==> config.mk <==
export PLATFORM = sky130hd
export DESIGN_NAME = key_cmd_input
export DESIGN_NICKNAME = d
export VERILOG_FILES = /design/src/rtl/key_cmd_input_pkg.sv /design/src/rtl/key_debounce.sv /design/src/rtl/key_cmd_input.sv
export SDC_FILE = /design/constraint.sdc
export NUM_CORES = 1
export LEC_CHECK = 0
export ABC_AREA = 1
export CELL_PAD_IN_SITES_DETAIL_PLACEMENT = 1
export CELL_PAD_IN_SITES_GLOBAL_PLACEMENT = 2
export CORE_AREA = 2 2 147 149
export DETAILED_ROUTE_END_ITERATION = 7
export DIE_AREA = 0 0 149 151
export PLACE_DENSITY = 0.79
export REMOVE_ABC_BUFFERS = 1
export SETUP_SLACK_MARGIN = 0.3
export SYNTH_ARGS = -nofsm -noshare
export SYNTH_HDL_FRONTEND = slang
export SYNTH_SLANG_ARGS = --single-unit
==> constraint.sdc <==
create_clock -name CLOCK_50 -period 4.45 [get_ports CLOCK_50]
set_clock_uncertainty 0.15 [all_clocks]
set_input_delay 0.89 -clock CLOCK_50 [delete_from_list [all_inputs] [get_ports CLOCK_50]]
set_output_delay 0.89 -clock CLOCK_50 [all_outputs]
set_load 0.05 [all_outputs]
==> src/rtl/key_cmd_input_pkg.sv <==
// -----------------------------------------------------------------------------
// key_cmd_input_pkg
// Shared constants for the pushbutton/switch command path of the pet game:
// key codes, command entry layout {code[11:10], arg[9:0]} and the default
// debounce interval (20 ms at 50 MHz).
// -----------------------------------------------------------------------------
package key_cmd_input_pkg;

    localparam int CMD_W    = 12;
    localparam int CODE_W   = 2;
    localparam int ARG_W    = 10;

    localparam int CODE_MSB = 11;
    localparam int CODE_LSB = 10;
    localparam int ARG_MSB  = 9;
    localparam int ARG_LSB  = 0;

    localparam logic [CODE_W-1:0] KEY0 = 2'd0;
    localparam logic [CODE_W-1:0] KEY1 = 2'd1;
    localparam logic [CODE_W-1:0] KEY2 = 2'd2;
    localparam logic [CODE_W-1:0] KEY3 = 2'd3;

    localparam int DEFAULT_DEBOUNCE_CYCLES = 1000000;

    // Build one queue entry from a key code and a switch snapshot.
    function automatic logic [CMD_W-1:0] pack_cmd(input logic [CODE_W-1:0] code,
                                                  input logic [ARG_W-1:0]  arg);
        return {code, arg};
    endfunction

endpackage

==> src/rtl/key_debounce.sv <==
// -----------------------------------------------------------------------------
// key_debounce
// Debounces one synchronised key. The accepted level only changes after the
// sampled level has differed from it for DEBOUNCE_CYCLES consecutive cycles;
// any return to the accepted level restarts the count.
//
// Ports:
//   clk     system clock
//   rst_n   asynchronous active-low reset
//   sample  synchronised key level, active-high
//   level   debounced (accepted) key level, active-high
// -----------------------------------------------------------------------------
module key_debounce
    import key_cmd_input_pkg::*;
#(
    parameter int DEBOUNCE_CYCLES = DEFAULT_DEBOUNCE_CYCLES,
    parameter int CNT_W           = 20
) (
    input  logic clk,
    input  logic rst_n,
    input  logic sample,
    output logic level
);

    localparam logic [CNT_W-1:0] CNT_LAST = CNT_W'(DEBOUNCE_CYCLES - 1);

    logic [CNT_W-1:0] cnt;

    always_ff @(posedge clk or negedge rst_n) begin
        if (!rst_n) begin
            cnt   <= '0;
            level <= 1'b0;
        end else if (sample == level) begin
            cnt <= '0;
        end else if (cnt == CNT_LAST) begin
            level <= sample;
            cnt   <= '0;
        end else begin
            cnt <= cnt + 1'b1;
        end
    end

endmodule

==> src/rtl/key_cmd_input.sv <==
// -----------------------------------------------------------------------------
// key_cmd_input
// Turns raw active-low pushbuttons and slide switches into one-per-press
// command tokens: synchronise, debounce, detect press edges, hold a pending
// bit per key, arbitrate lowest key first, and queue {code, switch snapshot}
// in a first-word-fall-through FIFO.
//
// Ports:
//   CLOCK_50   system clock
//   resetn     asynchronous active-low reset
//   key_n      raw pushbuttons, active-low, asynchronous
//   sw         raw slide switches, asynchronous
//   cmd_ready  consumer accepts the head entry
//   clr_ovf    clears the sticky overflow flag
//   cmd_valid  FIFO not empty
//   cmd_code   key index of the head entry (0 when empty)
//   cmd_arg    switch snapshot of the head entry (0 when empty)
//   key_level  debounced key levels, active-high
//   overflow   sticky: a press arrived while the same key was still pending
// -----------------------------------------------------------------------------
module key_cmd_input
    import key_cmd_input_pkg::*;
#(
    parameter int DEBOUNCE_CYCLES = DEFAULT_DEBOUNCE_CYCLES,
    parameter int CNT_W           = 20,
    parameter int FIFO_DEPTH      = 4
) (
    input  logic              CLOCK_50,
    input  logic              resetn,
    input  logic [3:0]        key_n,
    input  logic [ARG_W-1:0]  sw,
    input  logic              cmd_ready,
    input  logic              clr_ovf,
    output logic              cmd_valid,
    output logic [CODE_W-1:0] cmd_code,
    output logic [ARG_W-1:0]  cmd_arg,
    output logic [3:0]        key_level,
    output logic              overflow
);

    localparam int PTR_W = $clog2(FIFO_DEPTH);

    logic [3:0]       key_s1, key_s2;
    logic [ARG_W-1:0] sw_s1, sw_s2;
    logic [3:0]       s_key;
    logic [ARG_W-1:0] s_sw;

    logic [3:0]        level_q;
    logic [3:0]        press;
    logic [3:0]        pending;
    logic [3:0]        grant;
    logic [CODE_W-1:0] grant_idx;

    logic [CMD_W-1:0] mem [FIFO_DEPTH];
    logic [PTR_W-1:0] wr_ptr, rd_ptr;
    logic [PTR_W:0]   count;
    logic             full;
    logic             push, pop;
    logic [CMD_W-1:0] head;

    // Two-flop synchronisers; keys reset to the released level.
    always_ff @(posedge CLOCK_50 or negedge resetn) begin
        if (!resetn) begin
            key_s1 <= 4'hF;
            key_s2 <= 4'hF;
            sw_s1  <= '0;
            sw_s2  <= '0;
        end else begin
            key_s1 <= key_n;
            key_s2 <= key_s1;
            sw_s1  <= sw;
            sw_s2  <= sw_s1;
        end
    end

    assign s_key = ~key_s2;
    assign s_sw  = sw_s2;

    for (genvar g = 0; g < 4; g++) begin : g_deb
        key_debounce #(
            .DEBOUNCE_CYCLES(DEBOUNCE_CYCLES),
            .CNT_W          (CNT_W)
        ) u_deb (
            .clk   (CLOCK_50),
            .rst_n (resetn),
            .sample(s_key[g]),
            .level (key_level[g])
        );
    end

    // Only a rising debounced level is a press; releases are ignored.
    assign press = key_level & ~level_q;

    // Lowest-index pending key wins the single enqueue slot.
    always_comb begin
        grant_idx = '0;
        for (int i = 3; i >= 0; i--) begin
            if (pending[i]) grant_idx = CODE_W'(i);
        end
    end

    assign full      = (count == (PTR_W + 1)'(FIFO_DEPTH));
    assign cmd_valid = (count != '0);
    assign pop       = cmd_valid & cmd_ready;
    // A full FIFO still accepts when the head leaves in the same cycle.
    assign push      = (|pending) & (~full | pop);
    assign grant     = push ? (4'b0001 << grant_idx) : 4'b0000;

    always_ff @(posedge CLOCK_50 or negedge resetn) begin
        if (!resetn) begin
            level_q  <= '0;
            pending  <= '0;
            overflow <= 1'b0;
        end else begin
            level_q <= key_level;
            pending <= (pending & ~grant) | press;
            // A set in the same cycle as clr_ovf takes priority.
            if (|(press & pending)) overflow <= 1'b1;
            else if (clr_ovf)       overflow <= 1'b0;
        end
    end

    always_ff @(posedge CLOCK_50 or negedge resetn) begin
        if (!resetn) begin
            wr_ptr <= '0;
            rd_ptr <= '0;
            count  <= '0;
        end else begin
            if (push) wr_ptr <= wr_ptr + 1'b1;
            if (pop)  rd_ptr <= rd_ptr + 1'b1;
            case ({push, pop})
                2'b10:   count <= count + 1'b1;
                2'b01:   count <= count - 1'b1;
                default: count <= count;
            endcase
        end
    end

    // Storage needs no reset: contents are only visible while count is nonzero.
    always_ff @(posedge CLOCK_50) begin
        if (push) mem[wr_ptr] <= pack_cmd(grant_idx, s_sw);
    end

    assign head     = mem[rd_ptr];
    assign cmd_code = cmd_valid ? head[CODE_MSB:CODE_LSB] : '0;
    assign cmd_arg  = cmd_valid ? head[ARG_MSB:ARG_LSB]   : '0;

endmodule

==> results.py, run 1 <==
metrics = {
    "grt": {
        "antenna_found_initial": 0,
        "grt_usage_pct": 17.53,
        "grt-ovfl-total": 0,
        "grt_first_pass_wirelength_um": 30680,
        "grt_pass1_vias": 6141,
        "grt_max_degree": 94,
    },
    "worst_setup_path": {
        "worst_ep_required_time_ns": 3.41,
        "crit_fanout": 26,
        "end_kind": "output pin",
        "reg2reg_from": "count[0]",
        "r2r_end": "count[2]",
        "critical-path-top-delay-family": "buffers and inverters",
        "reg2reg_slack_ns": 2.48,
        "startpoint": "rd_ptr[0]",
        "cp.buffers_inverters": 2,
        "critical_path.cell_chain": "inv_2, o21ai_0, a21oi_1, clkdlybuf4s50_1",
        "slowest_delay_ns": 0.84,
        "reg2reg_depth": 9,
        "crit_path_start_kind": "register",
        "critPathKind": "reg -> out",
        "cpMaxStageDelayCell": "clkdlybuf4s50_1",
        "cp.arrival_ns": 2.71,
    },
    "clocking": {
        "ctsHoldBuffers": 0,
        "cts.clk_slew.worst_paths_ns": 0.07,
        "cts_root_buf": "clkbuf_16",
        "clockBufferDepth": 2,
        "cts_tree": "done",
        "numCtsBuffers": 17,
        "insertion_delay_ns": 0.44,
        "ctsResizeCount": 0,
        "numClockSinks": 176,
        "htreeDepth": 4,
        "post-cts-setup-buffer-count": 0,
    },
    "placed_design": {
        "post-dp-hpwl_um": 12450,
        "gp_congestion": 0.7349,
        "placed_cell_area_sq_mm": 0.008965,
        "io_buffers": 35,
        "pre_cts_ws_ns": 0.9329,
        "dp_cells": 1208,
    },
    "pwr": {
        "finalPower_mw": 4.280,
        "ir_worst_vdd_uv": 256.2,
        "powerDensity_mw_per_mm2": 446.7,
        "power_leakage_nw": 3.826,
    },
    "sta": {
        "hold_viol": 0,
        "drv_slew": 0,
        "max_freq_mhz": 266.7,
        "relSlewSlack_pct": 39.14,
        "fin_crit_sh_pct": 84.27,
        "timing.final.ws_setup_ns": 0.6999,
        "tns_ns": 0,
        "rsz0062_at_grt": "false",
        "setup_violations": 0,
        "fin_crit_ns": 3.750,
        "tightest_slew_ns": 0.9129,
        "holdWs_ns": 0.1994,
    },
    "route": {
        "ant_nets": 0,
        "drtIter0Drc": 175,
        "wirelength_um": 18040,
        "vias_per_cell": 4.700,
        "drc": 0,
        "dr.pass1.iters": 6,
        "dr_total_vias": 5828,
        "wl_per_cell_um": 14.55,
    },
    "final_layout": {
        "regArea_sq_mm": 0.004656,
        "diodes": 0,
        "fillers": 2442,
        "synthToLayoutAreaGrowth_pct": 15.71,
        "multi_input_area_sq_mm": 0.003218,
        "fin_area_sq_mm": 0.009582,
        "final_util_pct": 46.02,
        "finalNonFillerCells": 1240,
        "fin_nets": 979,
        "drive_gt1_share_pct": 12.23,
    },
    "yosys": {
        "synth_ff_type": "dfrtp_1",
        "synth-seq-cells": 176,
        "synth_seq_area_share_pct": 56.21,
        "ys_top_cells_by_count": "224 x nor2_1, 154 x nand2_1, 120 x dfrtp_1",
        "netlist_area_sq_mm": 0.008280,
        "synthDominantCellAreaShare_pct": 36.26,
        "synth_area_leaders": "dfrtp_1 36%, edfxtp_1 17%, nor2_1 10%",
        "ys_async_sr_fraction_pct": 72.73,
        "avgSynthCellArea_sq_um": 9.170,
        "synth.distinct_cells": 37,
        "synth_edf_count": 48,
        "yosysWarnings": 0,
        "yosysMostFrequentCell": "nor2_1",
        "synthCells": 903,
        "yosys.area.top_type": "dfrtp_1",
    },
    "floorplanning": {
        "die_w_um": 149,
        "core_area_sq_mm": 0.02082,
        "die_y_um": 151,
        "io_pins": 36,
        "num_rows": 53,
        "start_util_pct": 39.77,
        "dieArea_sq_mm": 0.02250,
    },
    "min_path": {
        "hold_end": "s_sw[9]",
        "hold_class": "reg -> reg",
        "worstHoldStart": "sw_s1[9]",
        "min_path_cells": 0,
    },
    "outcome": {
        "status": "finished clean",
    },
    "run": {
        "maxCapViolCount": 0,
    },
}
-- cell usage in the layout, fill, tap and decap left out, types with 11 or more instances in the layout --
cell             netlist  final
nor2_1               224    224
nand2_1              154    154
dfrtp_1              120    119
inv_1                 83     83
edfxtp_1              48     48
nand3_1               37     37
clkdlybuf4s50_1        0     34
o21ai_0               33     33
a21oi_1               26     26
xor2_1                25     25
xnor2_1               21     21
clkbuf_16              0     17
nand2_2               16     16
nor2_4                16     16
nand4_1               11     11
nor3_1                11     11
-- cell families (layout without fill, tap and decap cells) --
kind of cell    after synthesis  after routing  share of synthesized area (%)
compound gates               67             67                          4.337
xor+xnor                     47             47                          5.062
fa+ha+maj                     9              9                          1.451
buf+inv                     103            165                          4.926
flops                       176            176                          56.21
simple gates                501            501                          28.01
-- flip-flops by register name, summed over array words and instances (netlist names) --
name               count
count                  3
g_deb.u_deb.cnt       80
g_deb.u_deb.level      4
key_s1                 4
key_s2                 4
level_q                4
mem                   48
overflow               1
pending                4
rd_ptr                 2
s_sw                  10
sw_s1                 10
wr_ptr                 2
-- report_power, final --
part	internal, mW	leakage, nW	total (mW)	switching (mW)
logic	0.298	1.41	0.947	0.649
clock network	0.812	0.299	1.56	0.747
registers	1.71	2.12	1.77	0.0670
-- metal layers --
metal | global-route usage (%) | share of wire (%) | wire, um
met5 | 0 | 0 | 0
met4 | 4.952 | 1.2 | 209
met3 | 3.825 | 2.4 | 440
met2 | 30.35 | 48 | 8741
met1 | 22.23 | 48 | 8647
-- worst max-delay path by stage --
stage / endpoint / slack (ns) / cells past startpoint
floorplan: cmd_arg[0] / 1.54 / 4
global placement: cmd_arg[6] / 1.05 / 4
detailed placement: cmd_arg[0] / 0.93 / 4
CTS: cmd_arg[6] / 0.41 / 4
global route: cmd_arg[6] / 0.58 / 4
finish: cmd_arg[6] / 0.70 / 4
-- worst register-to-register path: cells and delay by family (launching register included) --
| kind | cells | cell delay (ns) |
|---|---|---|
| flops | 1 | 0.41 |
| buf+inv | 1 | 0.06 |
| simple gates | 7 | 0.87 |
| fa+ha+maj | 1 | 0.39 |
-- area by class of cell --
class / count / area share, %
flip-flops and latches: 176 / 48.59
multi-input cells: 624 / 33.59
clock buffers: 17 / 4.440
repair buffers: 42 / 4.218
inverters: 91 / 3.591
well taps: 275 / 3.591
clock inverters: 15 / 1.985
Note: power is estimated with default switching activity, not from simulation.
==> run 2: changes to the inputs <==
Settings changed: CORE_AREA 2 2 147 149 to 2 2 149 151, DIE_AREA 0 0 149 151 to 0 0 151 153, PLACE_DENSITY 0.79 to 0.78.
Clock period 4.45 ns to 3.9 ns, I/O delays scaled along.
==> results.py, run 2 (synthesis gave the netlist of run 1 again) <==
metrics = {
    "sta": {
        "timing.final.ws_setup_ns": 0.5406,
        "setup_violations": 0,
        "rsz0062_at_grt": "false",
        "fin_crit_sh_pct": 86.14,
        "hold_viol": 0,
        "tns_ns": 0,
        "fin_crit_ns": 3.359,
        "tightest_slew_ns": 0.6319,
        "max_freq_mhz": 297.7,
        "drv_slew": 0,
        "relSlewSlack_pct": 57.87,
    },
    "final_layout": {
        "diodes": 0,
        "reg_top3": "g_deb.u_deb.cnt (80), mem (48)",
        "layout_common_cells": "224 x nor2_1, 154 x nand2_1, 119 x dfrtp_1",
        "final_common_cell": "nor2_1",
        "fin_area_sq_mm": 0.009604,
        "largest_register_ffs": 80,
        "regMostFlops": "g_deb.u_deb.cnt",
        "fin_nets": 980,
        "drive_gt1_share_pct": 12.32,
        "synthToLayoutAreaGrowth_pct": 15.99,
    },
    "pwr": {
        "clkPwrFrac_pct": 35.7,
        "ir_worst_vdd_uv": 281.1,
        "power_leakage_nw": 3.904,
        "p_int_mw": 3.159,
        "seq_power_share_pct": 42.1,
        "p_comb_share_pct": 22.2,
        "p_sw_mw": 1.646,
        "swShare_pct": 34.26,
        "powerDensity_mw_per_mm2": 500.4,
        "finalPower_mw": 4.806,
    },
    "floorplanning": {
        "num_rows": 54,
        "die_w_um": 151,
        "core_area_sq_mm": 0.02149,
        "start_util_pct": 38.54,
        "die_y_um": 153,
        "io_pins": 36,
        "dieArea_sq_mm": 0.02310,
    },
    "grt": {
        "grt_usage_pct": 16.66,
        "antenna_found_initial": 0,
        "grt_max_degree": 68,
        "grt_pass1_vias": 6098,
        "grt-ovfl-total": 0,
        "grt_first_pass_wirelength_um": 30160,
    },
    "outcome": {
        "status": "finished clean",
    },
    "placed_design": {
        "io_buffers": 35,
        "post-dp-hpwl_um": 12580,
        "gp_congestion": 0.7404,
        "placed_cell_area_sq_mm": 0.008979,
        "pre_cts_ws_ns": 0.5559,
    },
    "worst_setup_path": {
        "crit_fanout": 26,
        "crit_path_start_kind": "register",
        "end_kind": "output pin",
        "critPathKind": "reg -> out",
        "cp.arrival_ns": 2.43,
        "worst_ep_required_time_ns": 2.97,
    },
    "clocking": {
        "insertion_delay_ns": 0.43,
        "htreeDepth": 4,
        "cts_tree": "done",
        "cts.clk_slew.worst_paths_ns": 0.08,
        "clockBufferDepth": 2,
        "numClockSinks": 176,
        "cts_root_buf": "clkbuf_16",
        "post-cts-setup-buffer-count": 0,
        "numCtsBuffers": 17,
    },
    "route": {
        "dr_total_vias": 5831,
        "vias_per_cell": 4.680,
        "wirelength_um": 17780,
        "wl_per_cell_um": 14.27,
        "drc": 0,
        "drtIter0Drc": 204,
        "dr.pass1.iters": 4,
        "ant_nets": 0,
    },
    "min_path": {
        "hold_class": "in -> async",
    },
    "run": {
        "maxCapViolCount": 0,
    },
}
-- run 2: worst paths after layout --
path	startpoint	slack (ns)	cells past startpoint	end
setup / recovery	rd_ptr[0]	0.54	4	cmd_arg[5]
hold / removal	resetn	0.19	1	g_deb[3].u_deb.cnt[0]
setup reg to reg	count[0]	1.92	9	count[2]
hold reg to reg	sw_s1[0]	0.20	0	s_sw[0]
max in group asynchronous	resetn	2.61	2	key_s2[1]
min in group CLOCK_50	sw_s1[0]	0.20	0	s_sw[0]
-- run 2: metal layers --
layer / part of all wire [%] / track usage [%]
met1: 48 / 22.30
met2: 48 / 27.42
met3: 3.0 / 3.104
met4: 1.2 / 5.251
met5: 0 / 0
-- run 2: layout make-up --
| type | count | area (sq um) |
|---|---|---|
| timing repair buffer | 43 | 429.2 |
| sequential | 176 | 4656 |
| fill | 2477 | 11880 |
| clock inverter | 15 | 178.9 |
| tap | 280 | 350.3 |
| inverter | 91 | 346.6 |
| clock buffer | 17 | 425.4 |
| multi-input combinational | 624 | 3218 |
-- run 2: critical path: stages (launching register included) --
cell and delay [ns]:
dfrtp_2 0.60, inv_4 0.28, o21ai_0 0.13, a21oi_1 0.16
clkdlybuf4s50_1 0.82
-- run 2: metrics by stage --
| step | hold slack, ns | utilization [%] | std cells |
|---|---|---|---|
| final | 0.1912 | 44.70 | 1246 |
| after global placement | 0.1817 | 41.79 | 1214 |
| after detailed placement | 0.1863 | 41.79 | 1214 |
| after CTS | 0.2027 | 44.61 | 1246 |
| after floorplan | 0.1812 | - | 891 |
| after global routing | 0.2069 | 44.70 | 1246 |
-- run 2: timing repair --
action                                  in CTS  in global routing
gates resized for setup                      1                  9
endpoints found under the setup margin      12                 12
hold buffers                                 0                  0
-- run 2: power by group through the flow --
stage          clock, mW  sequential (mW)  combinational, mW
2_1_floorplan          0             2.05              0.705
5_1_grt             1.84             2.04               1.17
4_1_cts             1.78             2.02               1.09
3_5_place_dp           0             2.06               1.09
3_3_place_gp           0             2.05               1.07
6_report            1.71             2.02               1.07
